### config.mk
export PLATFORM = sky130hd
export DESIGN_NAME = memory_seq_ctrl
export DESIGN_NICKNAME = d
export VERILOG_FILES = /design/src/rtl/memory_seq_ctrl.sv
export SDC_FILE = /design/constraint.sdc
export NUM_CORES = 1
export LEC_CHECK = 0
export BUFFER_PORTS_ARGS = -buffer_cell sky130_fd_sc_hd__clkbuf_2
export CAP_MARGIN = 15
export CORE_MARGIN = 3
export CORE_UTILIZATION = 53
export DETAILED_ROUTE_END_ITERATION = 6
export PLACE_DENSITY = 0.83
export SETUP_SLACK_MARGIN = 0.4
export SLEW_MARGIN = 20
export SYNTH_ARGS = -nofsm -noshare
export SYNTH_HDL_FRONTEND = slang
export SYNTH_SLANG_ARGS = --single-unit
### constraint.sdc
create_clock -name clock -period 2.37 [get_ports clock]
set_clock_uncertainty 0.05 [all_clocks]
set_input_delay 0.237 -clock clock [delete_from_list [all_inputs] [get_ports clock]]
set_output_delay 0.237 -clock clock [all_outputs]
set_load 0.01 [all_outputs]
### src/rtl/memory_seq_ctrl.sv
// Memory sequence controller: records user entries into an external RAM,
// plays them back with a per-item hold time, then checks user replay.
module memory_seq_ctrl #(
   parameter int HOLD_CYCLES = 4
) (
   input  logic       clock,
   input  logic       reset,
   input  logic       start_play,
   input  logic       start_record,
   input  logic [3:0] level,
   input  logic       entry_valid,
   input  logic [3:0] entry,
   output logic [3:0] ram_addr,
   output logic       ram_we,
   output logic [3:0] ram_data,
   input  logic [3:0] ram_q,
   output logic       show_valid,
   output logic [3:0] show_data,
   output logic       busy,
   output logic       done,
   output logic       hit,
   output logic       miss
);

   typedef enum logic [2:0] {
      IDLE,
      SHOW_ADDR,
      SHOW_HOLD,
      WAIT_ENTRY,
      CHECK,
      REC_WAIT,
      REC_WRITE,
      FINISH
   } state_t;

   localparam logic [7:0] HOLD_INIT = 8'(HOLD_CYCLES);

   state_t     state, state_nx;
   logic [3:0] idx, idx_nx;
   logic [3:0] lim, lim_nx;
   logic [3:0] ent, ent_nx;
   logic [3:0] wdata, wdata_nx;
   logic [7:0] hold, hold_nx;
   logic       hit_flag, hit_nx;
   logic       miss_flag, miss_nx;

   always_ff @(posedge clock or posedge reset) begin
      if (reset) begin
         state     <= IDLE;
         idx       <= '0;
         lim       <= '0;
         ent       <= '0;
         wdata     <= '0;
         hold      <= '0;
         hit_flag  <= 1'b0;
         miss_flag <= 1'b0;
      end else begin
         state     <= state_nx;
         idx       <= idx_nx;
         lim       <= lim_nx;
         ent       <= ent_nx;
         wdata     <= wdata_nx;
         hold      <= hold_nx;
         hit_flag  <= hit_nx;
         miss_flag <= miss_nx;
      end
   end

   always_comb begin
      state_nx = state;
      idx_nx   = idx;
      lim_nx   = lim;
      ent_nx   = ent;
      wdata_nx = wdata;
      hold_nx  = hold;
      hit_nx   = hit_flag;
      miss_nx  = miss_flag;
      unique case (state)
         IDLE: begin
            if (start_play || start_record) begin
               lim_nx   = level;
               idx_nx   = '0;
               hit_nx   = 1'b0;
               miss_nx  = 1'b0;
               state_nx = start_play ? SHOW_ADDR : REC_WAIT;
            end
         end
         SHOW_ADDR: begin
            hold_nx  = HOLD_INIT;
            state_nx = SHOW_HOLD;
         end
         SHOW_HOLD: begin
            if (hold <= 8'd1) begin
               if (idx == lim) begin
                  idx_nx   = '0;
                  state_nx = WAIT_ENTRY;
               end else begin
                  idx_nx   = idx + 4'd1;
                  state_nx = SHOW_ADDR;
               end
            end else begin
               hold_nx = hold - 8'd1;
            end
         end
         WAIT_ENTRY: begin
            if (entry_valid) begin
               ent_nx   = entry;
               state_nx = CHECK;
            end
         end
         CHECK: begin
            if (ent != ram_q) begin
               miss_nx  = 1'b1;
               state_nx = FINISH;
            end else if (idx == lim) begin
               hit_nx   = 1'b1;
               state_nx = FINISH;
            end else begin
               idx_nx   = idx + 4'd1;
               state_nx = WAIT_ENTRY;
            end
         end
         REC_WAIT: begin
            if (entry_valid) begin
               wdata_nx = entry;
               state_nx = REC_WRITE;
            end
         end
         REC_WRITE: begin
            if (idx == lim) begin
               state_nx = FINISH;
            end else begin
               idx_nx   = idx + 4'd1;
               state_nx = REC_WAIT;
            end
         end
         FINISH: state_nx = IDLE;
         default: state_nx = IDLE;
      endcase
   end

   // Outputs decode straight from state so reset clears them at once.
   assign ram_addr   = idx;
   assign ram_we     = (state == REC_WRITE);
   assign ram_data   = wdata;
   assign show_valid = (state == SHOW_HOLD);
   assign show_data  = show_valid ? ram_q : 4'd0;
   assign busy       = (state != IDLE);
   assign done       = (state == FINISH);
   assign hit        = hit_flag;
   assign miss       = miss_flag;

endmodule
==> impl_summary.txt, run 1 <==
----------------------------------------------------
[Status]
  Status ... completed

[Routing]
  Post-detailed-route DRC marker count ... 0
  DR vias/cell ... 5.81
  Detail Route Antenna Nets ... 0
  Via total after detailed routing ... roughly 1300
  Total iterations of the first detailed-routing run ... 4
  Avg WL per Cell ... 16.4 um
  Wire length reported by the detailed router ... ~3800 um
  Starting DRC count in detailed routing ... 74

[Timing]
  Worst slew margin ... 70.4%
  Unrepaired setup endpoints after global routing ... yes
  Slew at the pin closest to its max-slew limit ... 0.442 ns
  Sum Neg Setup Slack ... 0 ns
  Post-layout minimum cycle time ... 2.06 ns
  Final count of hold timing violations ... 0
  Slew Viols, Final ... 0
  Max frequency ... roughly 0.5 GHz
  Final setup violation count ... 0
  Tcrit/Tclk final ... 86.8%

[Clock network]
  TritonCTS clock tree ... done
  Longest Clk Path Bufs ... 2
  CTS clock-pin slew for the worst setup and hold paths ... about 0.09 ns
  Root Buffer ... clkbuf_4
  Number of clock buffers inserted by TritonCTS ... 5
  H-Tree Depth ... 2
  Total clock sinks ... 29
  Clock network latency to the later pin of the worst-skew pair ... between 0.3 and 0.4 ns

[Pwr]
  Internal power ... 1.57 mW
  VDD IR max ... 0.000901 V
  Gate power share ... 54.0%
  Net Sw Power ... ~1.1 mW
  Net switching fraction of the power ... 42.2%
  Part of the total power dissipated in the clock network ... 10.8%
  Share of power burned in registers ... 35.2%
  Areal power density over the cells ... 1380 nW/um2
  Power consumption ... between 2 and 3 mW
  Static Leakage ... 0.965 nW

[Placement]
  Post-DP HPWL ... 2480 um
  Last weighted congestion value of the routability-driven placer ... 0.817
  # port buffers ... 34

[Yosys]
  Yosys cell types ... 36
  Post-synthesis area per instance ... between 10 and 15 um2
  Cell area after synthesis ... 1550 um2
  Top area cells in the synthesized netlist ... dfrtp_1 47%, mux2_2 10%, xor2_1 7.4%
  Share of synthesized area occupied by flip-flops and latches ... 46.8%
  Post-synthesis net count ... 168
  Number of warnings issued by yosys ... 0
  FF+latch count, synth ... 29
  Top-area cell type share of the netlist area ... 46.8%
  Instance count of the mapped netlist ... 148
  Dominant cell type by area after synthesis ... dfrtp_1

[Critical path]
  Max Fanout on Critical Path ... 5
  Data required, critical path ... 2.53 ns
  Sort of element at the start of the critical path ... register
  Highest-delay cell along the critical path ... dfrtp_1
  Cell repeated most along the worst path ... a221o_1
  Worst r2r path cells ... 7
  Peak per-stage delay on the critical path ... roughly 0.40 ns
  Series of cell instances along the critical path ... inv_1 -> ha_4 -> or2_4 -> nand3_2 -> a221o_1 -> a221o_1 -> a211o_2
  Classification of the worst setup path ... reg -> reg
  Critical path endpoint category ... register
  Crit path DAT ... 2.21 ns

[Floorplan]
  Chip Width ... 60.1 um
  Y dimension of the die ... 60.1 um
  Core ar. ... 2640 um2
  Number of ports placed on the die boundary ... 35
  FP Rows ... 18
  Starting density of the core ... 58.8%
  Die outline area ... 3610 um2

[Global routing]
  Overflow left after global routing ... 0
  Antenna violations before repair ... 0
  First-pass GRT wire length ... ~6000 um
  Total routing usage reported by global routing ... 22.7%
  Vias in the first global route ... around 1300
  Pin count of the biggest net entering global routing ... 28

[Min path]
  Depth of the worst hold-timing path ... 2
  Type of the worst min-delay path ... in -> reg

[Layout]
  Number of fillers in the final layout ... 172
  Leading cell type in the layout, fill and taps excluded ... clkbuf_2
  Sequential standard cell area ... ~730 um2
  Layout overhead on the synthesized area ... 26.3%
  Leading cell types in the layout, fill and taps excluded ... 34 x clkbuf_2, 28 x dfrtp_1, 17 x nor2_1
  Final core utilization ... 74.3%
  Share of layout cells above drive strength 1 ... 40.1%
  Area taken by multi-input logic gates ... just over 800 um2
  Count of antenna diodes in the layout ... 0
  Net total in the final layout ... 222

[Flow run]
  MaxCap Viol Count ... 0

----------------------------------------------------
-- final cells by class --
cell class                      count  share of cell area, %
Timing Repair Buffer               50                   15.0
Clock buffer                        7                   2.81
Inverter                            9                   1.73
Multi-Input combinational cell    107                   41.4
Sequential cell                    29                   37.1
Tap cell                           30                   1.92
-- power by group through the flow --
stage	Combinational, mW	Clock, mW	Sequential (mW)
after global routing	1.59	0.323	0.992
after floorplan	0.889	0	0.912
after CTS	1.36	0.299	0.942
after global placement	1.17	0	0.940
after detailed placement	1.21	0	0.960
final	1.46	0.293	0.953
-- timing repair --
action                                  CTS  global route
endpoints found under the setup margin   15            12
gates cloned                              0             0
buffers inserted                          6             4
hold buffers                              1             0
hold endpoints to repair                 29             0
resized for setup                         3             3
pin swaps                                 3             2
-- synth_stat cells --
cell / count
or3b_2: 1
o21ai_0: 3
a221o_1: 3
a21o_2: 1
a21oi_1: 4
clkinv_1: 1
a211o_2: 1
or2_2: 1
o32ai_1: 1
xor2_1: 13
and3_1: 6
nor4b_1: 1
dfrtp_1: 29
inv_1: 8
ha_1: 3
nand2b_1: 1
buf_2: 2
nor4_1: 3
o31ai_1: 2
nor2_1: 17
mux2_2: 14
o21bai_1: 1
nor4_4: 1
o22ai_1: 1
nand2_1: 9
a31oi_2: 1
nor3_1: 4
nor3b_1: 1
nand3_2: 1
nand3_1: 6
or3_1: 1
a41oi_1: 1
nor4_2: 1
mux2i_1: 2
clkbuf_1: 1
nor2b_1: 2
-- final timing paths --
path | startpoint | endpoint | slack [ns]
max in group asynchronous | reset | state[1]$_DFFE_PP0P_ | 1.48
min in group asynchronous | reset | ram_data[2]$_DFFE_PP0P_ | 0.25
worst max-delay path | hold[0]$_DFFE_PP0P_ | ram_addr[3]$_DFFE_PP0P_ | 0.31
worst min register to register | ram_data[2]$_DFFE_PP0P_ | ram_data[2]$_DFFE_PP0P_ | 0.47
worst min-delay path | level[1] | lim[1]$_DFFE_PP0P_ | 0.10
worst max register to register | hold[0]$_DFFE_PP0P_ | ram_addr[3]$_DFFE_PP0P_ | 0.31
-- cells by family (layout without fill, tap and decap cells) --
group                    Yosys count  count (layout)  share of synthesized area (%)
AND/OR/NAND/NOR                   56              56                           19.6
flip-flops                        29              29                           46.9
AO/OA/AOI/OAI                     19              19                           9.21
multiplexers                      16              16                           11.5
XOR/XNOR                          13              13                           7.35
buffers and inverters             12              66                           3.07
adder cells (fa/ha/maj)            3               3                           2.42
-- worst max-delay path: cells and delay by family (launching register included) --
kind | cells | cell delay [ns]
AND/OR/NAND/NOR | 2 | 0.21
flip-flops | 1 | 0.40
adder cells (fa/ha/maj) | 1 | 0.17
buffers and inverters | 1 | 0.12
AO/OA/AOI/OAI | 3 | 0.99
-- routing by layer --
metal  global-route usage, %  vias up  share of wire (%)
li1                        -      628                  -
met1                    30.8      640                 42
met2                    34.1       70                 47
met3                    7.56       10                8.8
met4                    7.91        0                1.8
met5                       0        -                  0
-- registers in the layout (all words and copies together) (netlist names) --
signal	count
hit	1
hold	8
ent	4
state	3
ram_data	4
miss	1
lim	4
ram_addr	4
-- per-stage QoR --
step	setup WS, ns	hold slack (ns)	instance area [um2]	std cells
2_1_floorplan	0.344	0.265	1550	148
3_3_place_gp	0.292	0.0263	1790	214
3_5_place_dp	0.208	0.0288	1790	214
4_1_cts	0.325	0.0964	1920	228
5_1_grt	0.230	0.105	1960	232
6_report	0.314	0.105	1960	232
Note: power is estimated with default switching activity, not from simulation.
==> inputs of run 2 (changes only) <==
Settings changed: CORE_ASPECT_RATIO set to 0.7.
==> run 2 against run 1 <==
Net effect: count of clock-buffer cells in the layout unchanged; sequential share of layout area decreased by 1.3 points; power increased by 11%; sequential cell count unchanged; combinational power about the same; non-clock buffer count increased by 1; hold slack improved by 0.031 ns; largest cell class unchanged; largest power group unchanged.
==> impl_summary.txt, run 2 (synthesized netlist as in run 1, its figures left out) <==
----------------------------------------------------
[Timing]
  Final setup violation count ... 0
  Max frequency ... 0.477 GHz
  Worst slew margin ... between 60 and 70%
  Final count of hold timing violations ... 0
  Sum Neg Setup Slack ... 0 ns
  Slew Viols, Final ... 0
  Post-layout minimum cycle time ... 2.10 ns
  Tcrit/Tclk final ... between 80% and 90%
  Slew at the pin closest to its max-slew limit ... 0.535 ns
  Unrepaired setup endpoints after global routing ... yes
  Final hold slack ... 0.135 ns
  Crit path setup slack, layout ... 0.275 ns

[Layout]
  Number of fillers in the final layout ... 180
  Share of layout cells above drive strength 1 ... a little over two fifths
  Count of antenna diodes in the layout ... 0
  Net total in the final layout ... 223
  Leading cell type in the layout, fill and taps excluded ... clkbuf_2
  Final core utilization ... 78.0%
  Layout overhead on the synthesized area ... 31.3%
  Non-filler cells, final ... 238
  Leading cell types in the layout, fill and taps excluded ... 34 x clkbuf_2, 26 x dfrtp_1, 17 x nor2_1
  Flip-flop count of the largest register, all copies and words added ... 8
  Most flop-heavy register ... hold

[Clock network]
  Longest Clk Path Bufs ... 2
  Number of clock buffers inserted by TritonCTS ... 5
  CTS clock-pin slew for the worst setup and hold paths ... 0.06 ns
  Clock network latency to the later pin of the worst-skew pair ... 0.28 ns
  H-Tree Depth ... 2
  Total clock sinks ... 29
  TritonCTS clock tree ... done
  Root Buffer ... clkbuf_8

[Critical path]
  Data required, critical path ... ~2.5 ns
  Sort of element at the start of the critical path ... register
  Series of cell instances along the critical path ... nor4_4 -> nand3_2 -> a221o_1 -> a221o_1 -> a221o_1
  Cell repeated most along the worst path ... a221o_1
  Setup slack on the worst flop-to-flop path ... 0.27 ns
  Crit path DAT ... between 2 and 2.5 ns
  Max Fanout on Critical Path ... 4
  Buf+Inv Stages, Crit Path ... 0
  Classification of the worst setup path ... reg -> reg
  Peak per-stage delay on the critical path ... 0.44 ns
  Highest-delay cell along the critical path ... dfrtp_2
  CP top delay family ... compound AO/OA/AOI/OAI gates
  Critical path endpoint category ... register

[Global routing]
  Antenna violations before repair ... 0
  Vias in the first global route ... approximately 1300
  First-pass GRT wire length ... 6420 um
  Pin count of the biggest net entering global routing ... 30
  Overflow left after global routing ... 0
  Total routing usage reported by global routing ... 23.4%

[Pwr]
  VDD IR max ... 0.000844 V
  Static Leakage ... slightly below 1 nW
  Areal power density over the cells ... between 1000 and 1500 nW/um2

[Placement]
  Placement Setup Slack ... about 0.16 ns
  # port buffers ... 34
  Post-DP HPWL ... 2810 um
  Last weighted congestion value of the routability-driven placer ... 0.764
  Placed cell count ... 218

[Routing]
  Wire length reported by the detailed router ... roughly 4200 um
  Avg WL per Cell ... 17.7 um
  Starting DRC count in detailed routing ... 198
  DR vias/cell ... 5.89
  Via total after detailed routing ... 1403
  Total iterations of the first detailed-routing run ... 6
  Post-detailed-route DRC marker count ... 0
  Detail Route Antenna Nets ... 0

[Floorplan]
  FP Rows ... 15
  Y dimension of the die ... 51.2 um
  Core ar. ... 2610 um2
  Chip Width ... between 70 and 80 um
  Number of ports placed on the die boundary ... 35
  Starting density of the core ... 59.4%
  Die outline area ... between 3000 and 4000 um2

[Min path]
  Type of the worst min-delay path ... in -> reg

[Status]
  Status ... completed

[Flow run]
  MaxCap Viol Count ... 0

----------------------------------------------------
==> run 2: changes by cell type in the layout (fill, tap and decap cells not counted), sizes merged <==
cell	delta
buf	+1
bufinv	+1
==> run 2: area by class of cell <==
type	instances	area [um2]	share of cell area, %
sequential	29	729	35.9
tap	34	42.5	2.09
multi-input combinational	107	812	39.9
clock inverter	1	30.0	1.48
inverter	9	33.8	1.66
clock buffer	7	86.3	4.24
timing repair buffer	51	300	14.8
==> run 2: repair_timing <==
item	4_1_cts	5_1_grt
endpoints found under the setup margin	10	16
setup buffers	2	9
pin swaps	1	2
gates resized for setup	2	7
hold buffers	1	0
endpoints found under the hold margin	29	0
==> run 2: final timing paths <==
check	from	endpoint	cells past startpoint
min in group asynchronous	reset	ent[3]$_DFFE_PP0P_	4
worst max-delay path	hold[3]$_DFFE_PP0P_	ram_addr[2]$_DFFE_PP0P_	5
worst min register to register	ram_data[3]$_DFFE_PP0P_	ram_data[3]$_DFFE_PP0P_	1
max in group asynchronous	reset	hold[3]$_DFFE_PP0P_	4
worst min-delay path	level[1]	lim[1]$_DFFE_PP0P_	2
worst max register to register	hold[3]$_DFFE_PP0P_	ram_addr[2]$_DFFE_PP0P_	5
==> run 2: layer usage <==
layer / track usage [%] / vias to the layer above / part of all wire, %
met2: 37.4 / 92 / 48
met3: 6.68 / 7 / 8.8
met5: 0 / - / 0
li1: - / 635 / -
met4: 7.81 / 0 / 1.3
met1: 31.0 / 669 / 42
==> run 2: power breakdown <==
| group | internal, mW | switching (mW) | total, mW |
|---|---|---|---|
| clock network | 0.342 | 0.184 | 0.526 |
| logic | 0.701 | 0.780 | 1.48 |
| registers | 0.726 | 0.261 | 0.987 |
==> run 2: through the flow <==
step	instance area (um2)	power, mW
after CTS	1940	2.80
after floorplan	1550	1.80
after detailed placement	1790	2.21
after global routing	2030	3.18
final	2030	2.99
after global placement	1790	2.12
==> inputs of run 3 (changes only) <==
Settings changed: CORE_ASPECT_RATIO 0.7 to 1.5, PLACE_DENSITY 0.83 to 0.78.
==> run 3 against run 2 <==
Net effect: highest routed layer unchanged; combinational power shrank 5%; die area is essentially flat; largest power group unchanged; sequential power fell by 3.4%.
==> impl_summary.txt, run 3 (synthesized netlist as in run 1, its figures left out) <==
----------------------------------------------------
[Status]
  Status ... completed

[Critical path]
  Launch point of the worst reg-to-reg path ... hold[0]$_DFFE_PP0P_
  Critical path endpoint category ... register
  Setup slack on the worst flop-to-flop path ... approximately 0.38 ns
  Classification of the worst setup path ... reg -> reg
  Crit path DAT ... ~2.1 ns
  Sort of element at the start of the critical path ... register
  Capturing element of the worst setup path ... ram_addr[2]$_DFFE_PP0P_
  Crit. Startpoint ... hold[0]$_DFFE_PP0P_
  Max Fanout on Critical Path ... 4
  Data required, critical path ... 2.48 ns
  Worst r2r path cells ... 7
  Worst reg2reg endpoint ... ram_addr[2]$_DFFE_PP0P_

[Clock network]
  Total clock sinks ... 29
  Longest Clk Path Bufs ... 2
  Clock network latency to the later pin of the worst-skew pair ... 0.28 ns
  Number of clock buffers inserted by TritonCTS ... 5
  H-Tree Depth ... 2
  CTS clock-pin slew for the worst setup and hold paths ... 0.06 ns
  TritonCTS clock tree ... done
  Root Buffer ... clkbuf_8

[Layout]
  Non-filler cells, final ... around 240
  Area taken by multi-input logic gates ... between 800 and 900 um2
  Final core utilization ... 72.5%
  Most flop-heavy register ... hold
  Layout overhead on the synthesized area ... 28.0%
  Leading cell type in the layout, fill and taps excluded ... clkbuf_2
  Flip-flop count of the largest register, all copies and words added ... 8
  Number of fillers in the final layout ... 201
  Share of layout cells above drive strength 1 ... 41.1%
  Count of antenna diodes in the layout ... 0
  Leading cell types in the layout, fill and taps excluded ... 34 x clkbuf_2, 28 x dfrtp_1, 17 x nor2_1
  Net total in the final layout ... 221
  Sequential standard cell area ... 727 um2

[Timing]
  Tcrit/Tclk final ... 84.0%
  Unrepaired setup endpoints after global routing ... yes
  Post-layout minimum cycle time ... approximately 2 ns
  Sum Neg Setup Slack ... 0 ns
  Final count of hold timing violations ... 0
  Worst slew margin ... 69.3%
  Max frequency ... 0.502 GHz
  Final setup violation count ... 0
  Slew Viols, Final ... 0
  Slew at the pin closest to its max-slew limit ... 0.454 ns

[Flow run]
  MaxCap Viol Count ... 0

[Pwr]
  Share of power burned in registers ... 34.7%
  Internal power ... 1.62 mW
  Part of the total power dissipated in the clock network ... around 14%
  Static Leakage ... 0.970 nW
  Areal power density over the cells ... 1380 nW/um2
  VDD IR max ... 0.000846 V
  Power consumption ... 2.75 mW
  Net switching fraction of the power ... 40.9%
  Gate power share ... 51.4%
  Net Sw Power ... 1.12 mW

[Min path]
  Depth of the worst hold-timing path ... 2
  Min-Delay Startpoint ... level[1]
  Type of the worst min-delay path ... in -> reg

[Floorplan]
  Y dimension of the die ... between 70 and 80 um
  Core ar. ... 2730 um2
  FP Rows ... 23
  Number of ports placed on the die boundary ... 35
  Chip Width ... roughly 50 um
  Die outline area ... 3620 um2
  Starting density of the core ... 56.7%

[Routing]
  Wire length reported by the detailed router ... 3620 um
  Post-detailed-route DRC marker count ... 0
  Total iterations of the first detailed-routing run ... 4
  Avg WL per Cell ... about 15 um
  DR vias/cell ... 5.53
  Detail Route Antenna Nets ... 0
  Starting DRC count in detailed routing ... 28
  Via total after detailed routing ... 1321

[Global routing]
  Antenna violations before repair ... 0
  Total routing usage reported by global routing ... a little over a fifth
  First-pass GRT wire length ... 6060 um
  Overflow left after global routing ... 0
  Vias in the first global route ... 1409
  Pin count of the biggest net entering global routing ... 30

[Placement]
  Post-DP HPWL ... 2630 um
  Last weighted congestion value of the routability-driven placer ... 0.893
  Placed cell count ... 221
  # port buffers ... 34

----------------------------------------------------
run 3: power by group through the flow:
stage | Clock, mW | Combinational [mW] | Sequential (mW)
after global placement | 0 | 1.17 | 0.945
after global routing | 0.419 | 1.54 | 0.992
after floorplan | 0 | 0.889 | 0.912
after detailed placement | 0 | 1.22 | 0.958
final | 0.381 | 1.41 | 0.953
after CTS | 0.389 | 1.35 | 0.950
run 3: layout make-up:
| type | count | share of cell area (%) |
|---|---|---|
| clock inverters | 2 | 0.505 |
| inverters | 9 | 1.70 |
| clock buffers | 6 | 3.66 |
| well taps | 37 | 2.33 |
| multi-input cells | 107 | 40.8 |
| repair buffers | 49 | 14.4 |
| flip-flops and latches | 29 | 36.7 |
run 3: critical path, stage by stage (launching register included):
cell and delay, ns:
dfrtp_1 0.40, buf_4 0.13, ha_1 0.14, or2_4 0.13, nand3_2 0.07, a221o_1 0.32, a221o_1 0.32, a221o_1 0.33
run 3: per-stage QoR:
step	setup WS (ns)	hold slack, ns	area, um2
global placement	0.307	0.249	1790
finish	0.379	0.134	1980
CTS	0.387	0.131	1950
floorplan	0.344	0.265	1550
global route	0.317	0.132	1980
detailed placement	0.182	0.264	1790
run 3: layer usage:
metal | GRT usage [%] | up-vias | wire length [um]
li1 | - | 629 | -
met1 | 22.7 | 657 | 1400
met2 | 40.8 | 30 | 2070
met3 | 5.75 | 5 | 117
met4 | 7.08 | 0 | 36
met5 | 0 | - | 0
run 3: worst min path at each step:
stage | endpoint | slack (ns)
2_1_floorplan | ent[0]$_DFFE_PP0P_ | 0.27
3_3_place_gp | hold[3]$_DFFE_PP0P_ | 0.25
3_5_place_dp | hold[2]$_DFFE_PP0P_ | 0.26
4_1_cts | lim[1]$_DFFE_PP0P_ | 0.13
5_1_grt | lim[1]$_DFFE_PP0P_ | 0.13
6_report | lim[1]$_DFFE_PP0P_ | 0.13
run 3: what timing repair did:
| action | 4_1_cts | 5_1_grt |
|---|---|---|
| hold buffers | 1 | 0 |
| resized for setup | 5 | 2 |
| hold endpoints to repair | 29 | 0 |
| endpoints found under the setup margin | 11 | 9 |
| setup buffers | 6 | 3 |
| pin swaps | 2 | 0 |
